$ cat src/rtl/l2_maxpool.sv
// 2x2 max-pool stage behind layer_2: reduces each group of four elements to its
// maximum and queues the result, tagged with channel and window, for the dense layer.
module l2_maxpool #(
   parameter int DW         = 18,
   parameter int N_WIN      = 25,
   parameter int FIFO_DEPTH = 8,
   localparam int IW        = $clog2(N_WIN)
) (
   input  logic          clk,
   input  logic          rst_n,
   input  logic          tx_done,
   input  logic          vld_in,
   input  logic [DW-1:0] din,
   output logic          stall,
   output logic          dout_vld,
   output logic [DW-1:0] dout,
   output logic [1:0]    dout_ch,
   output logic [IW-1:0] dout_idx,
   input  logic          rdy_in,
   output logic          frame_done
);

   localparam int AW = $clog2(FIFO_DEPTH);

   typedef struct packed {
      logic [DW-1:0] data;
      logic [1:0]    ch;
      logic [IW-1:0] idx;
   } entry_t;

   entry_t        mem [FIFO_DEPTH];
   entry_t        head;
   entry_t        wr_entry;
   logic [AW-1:0] wr_ptr;
   logic [AW-1:0] rd_ptr;
   logic [AW:0]   count;
   logic          full;
   logic          empty;

   logic [1:0]    cnt_e;
   logic [1:0]    cnt_ch;
   logic [IW-1:0] cnt_win;
   logic [DW-1:0] max_r;
   logic [DW-1:0] max_in;

   logic          accept;
   logic          push;
   logic          pop;

   assign full  = (count == (AW+1)'(FIFO_DEPTH));
   assign empty = (count == '0);
   assign stall = full;

   // tx_done outranks both handshakes: nothing is accepted or popped while it is high.
   assign accept = vld_in && !full && !tx_done;
   assign push   = accept && (cnt_e == 2'd3);
   assign pop    = !empty && rdy_in && !tx_done;

   // The first element of a group replaces the running maximum instead of competing with it.
   assign max_in   = (cnt_e == 2'd0) ? din : ((din > max_r) ? din : max_r);
   assign wr_entry = '{data: max_in, ch: cnt_ch, idx: cnt_win};

   // NOTE: sequential state uses non-blocking (<=) so every register samples pre-edge values.
   always_ff @(posedge clk or negedge rst_n) begin
      if (!rst_n) begin
         cnt_e   <= '0;
         cnt_ch  <= '0;
         cnt_win <= '0;
         max_r   <= '0;
      end else if (tx_done) begin
         cnt_e   <= '0;
         cnt_ch  <= '0;
         cnt_win <= '0;
         max_r   <= '0;
      end else if (accept) begin
         max_r <= max_in;
         cnt_e <= cnt_e + 2'd1;
         if (cnt_e == 2'd3) begin
            cnt_ch <= cnt_ch + 2'd1;
            if (cnt_ch == 2'd3) begin
               cnt_win <= (cnt_win == IW'(N_WIN - 1)) ? '0 : cnt_win + IW'(1);
            end
         end
      end
   end

   always_ff @(posedge clk or negedge rst_n) begin
      if (!rst_n) begin
         wr_ptr <= '0;
         rd_ptr <= '0;
         count  <= '0;
      end else if (tx_done) begin
         wr_ptr <= '0;
         rd_ptr <= '0;
         count  <= '0;
      end else begin
         if (push) wr_ptr <= wr_ptr + AW'(1);
         if (pop)  rd_ptr <= rd_ptr + AW'(1);
         case ({push, pop})
            2'b10:   count <= count + (AW+1)'(1);
            2'b01:   count <= count - (AW+1)'(1);
            default: count <= count;
         endcase
      end
   end

   // NOTE: storage is not reset; empty/valid come from the reset pointers, so stale words are never visible.
   always_ff @(posedge clk) begin
      if (push) mem[wr_ptr] <= wr_entry;
   end

   assign head = mem[rd_ptr];

   // NOTE: every combinational output gets a default first so no path infers a latch.
   always_comb begin
      dout_vld = 1'b0;
      dout     = '0;
      dout_ch  = '0;
      dout_idx = '0;
      if (!empty) begin
         dout_vld = 1'b1;
         dout     = head.data;
         dout_ch  = head.ch;
         dout_idx = head.idx;
      end
   end

   // Pulses after the last channel of the last window leaves the FIFO.
   always_ff @(posedge clk or negedge rst_n) begin
      if (!rst_n) begin
         frame_done <= 1'b0;
      end else begin
         frame_done <= pop && (head.ch == 2'd3) && (head.idx == IW'(N_WIN - 1));
      end
   end

endmodule
$ cat config.mk
export PLATFORM = sky130hd
export DESIGN_NAME = l2_maxpool
export DESIGN_NICKNAME = d
export VERILOG_FILES = /design/src/rtl/l2_maxpool.sv
export SDC_FILE = /design/constraint.sdc
export NUM_CORES = 1
export LEC_CHECK = 0
export BUFFER_PORTS_ARGS = -buffer_cell sky130_fd_sc_hd__buf_2
export CAP_MARGIN = 5
export CORE_ASPECT_RATIO = 1.2
export CORE_MARGIN = 3
export CORE_UTILIZATION = 37
export CTS_BUF_LIST = sky130_fd_sc_hd__clkbuf_2
export DETAILED_ROUTE_END_ITERATION = 7
export GPL_TIMING_DRIVEN = 0
export PLACE_DENSITY = 0.6
export SLEW_MARGIN = 20
export SYNTH_ARGS = -nofsm -noshare
export SYNTH_HDL_FRONTEND = slang
export SYNTH_SLANG_ARGS = --single-unit
export TNS_END_PERCENT = 20
$ cat constraint.sdc
create_clock -name clk -period 3.35 [get_ports clk]
set_input_delay 0.67 -clock clk [delete_from_list [all_inputs] [get_ports clk]]
set_output_delay 0.67 -clock clk [all_outputs]
set_load 0.01 [all_outputs]
==> Flow_metrics.wiki <==
{| class="wikitable"
! Metric !! Value
|-
| Global-route total usage across every layer || 14.97%
|-
| Longest Clk Path Bufs || 3
|-
| Synthesized net count || 683
|-
| Initial Util || 37.89%
|-
| Final setup TNS || 0 ns
|-
| Run status || finished, final reports clean
|-
| Number of port buffers || 50
|-
| Pin count of the biggest net entering global routing || 39
|-
| Antenna violations before repair || 1
|-
| Clock Latency Late Sink || 0.74 ns
|-
| Vias/cell || 4.964
|-
| Non-filler cells, final || 1164
|-
| Leakage || 4.251 nW
|-
| Clock sink count || 238
|-
| Data required time of the worst path || 2.68 ns
|-
| Worst clock skew || 0.03042 ns
|-
| TritonCTS buffer count || 52
|-
| Class of the tightest hold or removal check || input pin to async pin
|-
| Vias after detailed routing || 5778
|-
| Seq/Total Area, Yosys || 67.17%
|-
| Max Cap Viol || 0
|-
| Path type of the worst setup path || flop to primary output
|-
| Maximum achievable frequency || 313.3 MHz
|-
| Power after layout || 7.510 mW
|-
| Setup violators final || 0
|-
| Die ar. || 30040 um2
|-
| Chip Width || 158.7 um
|-
| CTS tree || yes
|-
| Number of global-route vias before repair || 6195
|-
| Master cell of the clock root buffer || sky130_fd_sc_hd__clkbuf_2
|-
| Slew margin rel. || 27.18%
|-
| Async set-reset flop share out of synthesis || 15.97%
|-
| Synthesis-to-layout area growth || 15.34%
|-
| Mean instance size in the synthesized netlist || 16.39 um2
|-
| Clock transition at the registers of the reported paths || 0.11 ns
|-
| Leading cell type in the layout, fill and taps excluded || sky130_fd_sc_hd__edfxtp_1
|-
| Level count of the clock H-tree || 2
|-
| Worst Setup End Kind || primary output
|-
| YS warnings || 0
|-
| Cell area after synthesis || 10360 um2
|-
| Fillers || 2460
|-
| Period utilization || 95.26%
|-
| Site Rows || 66
|-
| Global-route wire length before repair || 34600 um
|-
| Remaining global-route overflow || 0
|-
| Flip-flop cell with the highest count after synthesis || sky130_fd_sc_hd__edfxtp_1
|-
| Worst Path Max Fanout || 10
|-
| Instance count of the mapped netlist || 632
|-
| Worst endpoint data arrival time || 2.52 ns
|-
| Type of element launching the critical path || flop
|-
| Placer congestion estimate || 0.7973
|-
| Shortest clock period the worst path allows after layout || 3.191 ns
|-
| Number of unique standard cell types used by synthesis || 48
|-
| Count of flip-flops with a built-in enable after synthesis || 200
|-
| Cell area power density || 628.7 nW/um2
|-
| Total count of max-transition violations in the final report || 0
|-
| Worst Max-Slew Pin Slew || 1.081 ns
|-
| Routed Wire Length || 22550 um
|-
| Floorplan die height || 189.3 um
|-
| Leading cell types in the layout, fill and taps excluded || sky130_fd_sc_hd__edfxtp_1, sky130_fd_sc_hd__clkbuf_2, sky130_fd_sc_hd__buf_2
|-
| Fraction of final layout cells with drive strength greater than 1 || 30.16%
|-
| Floorplan core area || 27330 um2
|-
| Number of DRC violations after detailed-routing iteration 0 || 420
|-
| DPL Wire Length || 15530 um
|-
| Final-report hold violation count || 0
|-
| Remaining routing DRC violations || 0
|-
| Post-detailed-route wirelength per cell || 19.37 um
|-
| Post-DRT Antenna Nets || 0
|-
| I/O pin count || 51
|-
| Number of iterations in the first detailed-routing pass || 4
|-
| Final net count || 802
|-
| Worst vdd ir || 0.2453 mV
|-
| Total placed cells including tap cells || 1067
|-
| Flop and latch count out of synthesis || 238
|-
| Final standard cell utilization of the core || 43.70%
|}
==> worst paths after layout <==
kind / endpoint / slack (ns) / cells after the start / from
setup / recovery: dout[2] / 0.16 / 7 / rd_ptr[0]
hold / removal: max_r[11] / 0.06 / 1 / rst_n
setup reg to reg: mem[1][10] / 0.23 / 8 / max_r[3]
hold reg to reg: max_r[6] / 0.55 / 2 / max_r[6]
max in group asynchronous: rd_ptr[1] / 2.66 / 1 / rst_n
min in group clk: max_r[0] / 0.23 / 3 / din[0]
==> power by group <==
group          total, mW  internal [mW]  switching (mW)
combinational       2.43           1.10            1.32
clock               1.65          0.602            1.05
sequential          3.43           3.35          0.0779
==> cell usage after synthesis (2+ instances only) <==
master                      instances  share of area, %
sky130_fd_sc_hd__nand2_1           38               1.4
sky130_fd_sc_hd__nor2_1            49               1.8
sky130_fd_sc_hd__nand3_1            7              0.34
sky130_fd_sc_hd__a2111oi_4          2              0.53
sky130_fd_sc_hd__clkbuf_1          14              0.51
sky130_fd_sc_hd__dfrtp_1           38               9.2
sky130_fd_sc_hd__a211oi_1           2              0.14
sky130_fd_sc_hd__buf_1              5              0.18
sky130_fd_sc_hd__mux4_2            50                11
sky130_fd_sc_hd__or3_1              3              0.18
sky130_fd_sc_hd__xnor2_1            7              0.59
sky130_fd_sc_hd__nand4_1            4              0.24
sky130_fd_sc_hd__a21oi_2            2              0.17
sky130_fd_sc_hd__and2_1             2              0.12
sky130_fd_sc_hd__o21ai_0           22               1.1
sky130_fd_sc_hd__a31oi_1            2              0.12
sky130_fd_sc_hd__nor3_1             5              0.24
sky130_fd_sc_hd__edfxtp_1         200                58
sky130_fd_sc_hd__xor2_1             2              0.17
sky130_fd_sc_hd__buf_2              8              0.39
sky130_fd_sc_hd__ha_1              27               3.3
sky130_fd_sc_hd__a21oi_1           11              0.53
sky130_fd_sc_hd__mux2_2             2              0.22
sky130_fd_sc_hd__inv_1             24              0.87
sky130_fd_sc_hd__nand2b_1          39               2.4
sky130_fd_sc_hd__mux2i_1           45               4.3
==> metrics by stage <==
stage / hold WS (ns) / setup WS [ns] / instance area, um2
final: 0.06062 / 0.1586 / 11950
after global placement: 0.5327 / -1.919 / 11080
after CTS: 0.0004858 / 0.01361 / 11900
after global routing: 0.03677 / -0.009328 / 11950
after detailed placement: 0.5362 / -0.1732 / 11350
after floorplan: 0.3744 / 0.1155 / 10360
==> state kept, by name, summed over array words and instances, names as in the netlist <==
name / cells
cnt_e: 2
cnt_win: 5
rd_ptr: 3
mem: 200
count: 4
wr_ptr: 3
cnt_ch: 2
max_r: 18
frame_done: 1
==> cell families after synthesis <==
group,Yosys count,share of synthesized area (%)
AO/OA/AOI/OAI,48,3.238
buffers and inverters,55,2.308
XOR/XNOR,9,0.7612
AND/OR/NAND/NOR,157,7.624
flip-flops,238,67.17
adder cells (fa/ha/maj),28,3.455
multiplexers,97,15.44
==> worst max-delay path, cell delays in order (launching register included) <==
cell and delay (ns):
sky130_fd_sc_hd__dfrtp_1 0.38, sky130_fd_sc_hd__buf_6 0.16, sky130_fd_sc_hd__buf_12 0.16, sky130_fd_sc_hd__buf_12 0.16, sky130_fd_sc_hd__mux4_2 0.50, sky130_fd_sc_hd__mux2i_1 0.17
sky130_fd_sc_hd__nor2_1 0.09, sky130_fd_sc_hd__buf_2 0.16
==> final cells by class <==
cell class	count	area (um2)	area share [%]
Timing Repair Buffer	67	509.2	4.263
Inverter	25	93.84	0.7856
Buffer	28	239.0	2.001
Sequential cell	238	6958	58.25
Tap cell	374	467.9	3.917
Antenna cell	1	2.502	0.02095
Clock inverter	17	73.82	0.6180
Multi-Input combinational cell	339	3226	27.00
Clock buffer	75	375.4	3.142
==> metal layers <==
layer	part of all wire, %	GRT usage (%)	routed length, um	vias up
met1	39	17.79	8883	2935
met2	54	28.29	12220	151
met5	0	0	0	-
li1	-	-	-	2665
met3	4.9	2.144	1110	27
met4	1.5	4.278	341	0
==> repair_timing <==
item,CTS,global route
pin swaps,1,0
resized for setup,29,6
hold buffers,0,0
endpoints found under the setup margin,21,18
buffers inserted,2,4
Note: power is estimated with default switching activity, not from simulation.
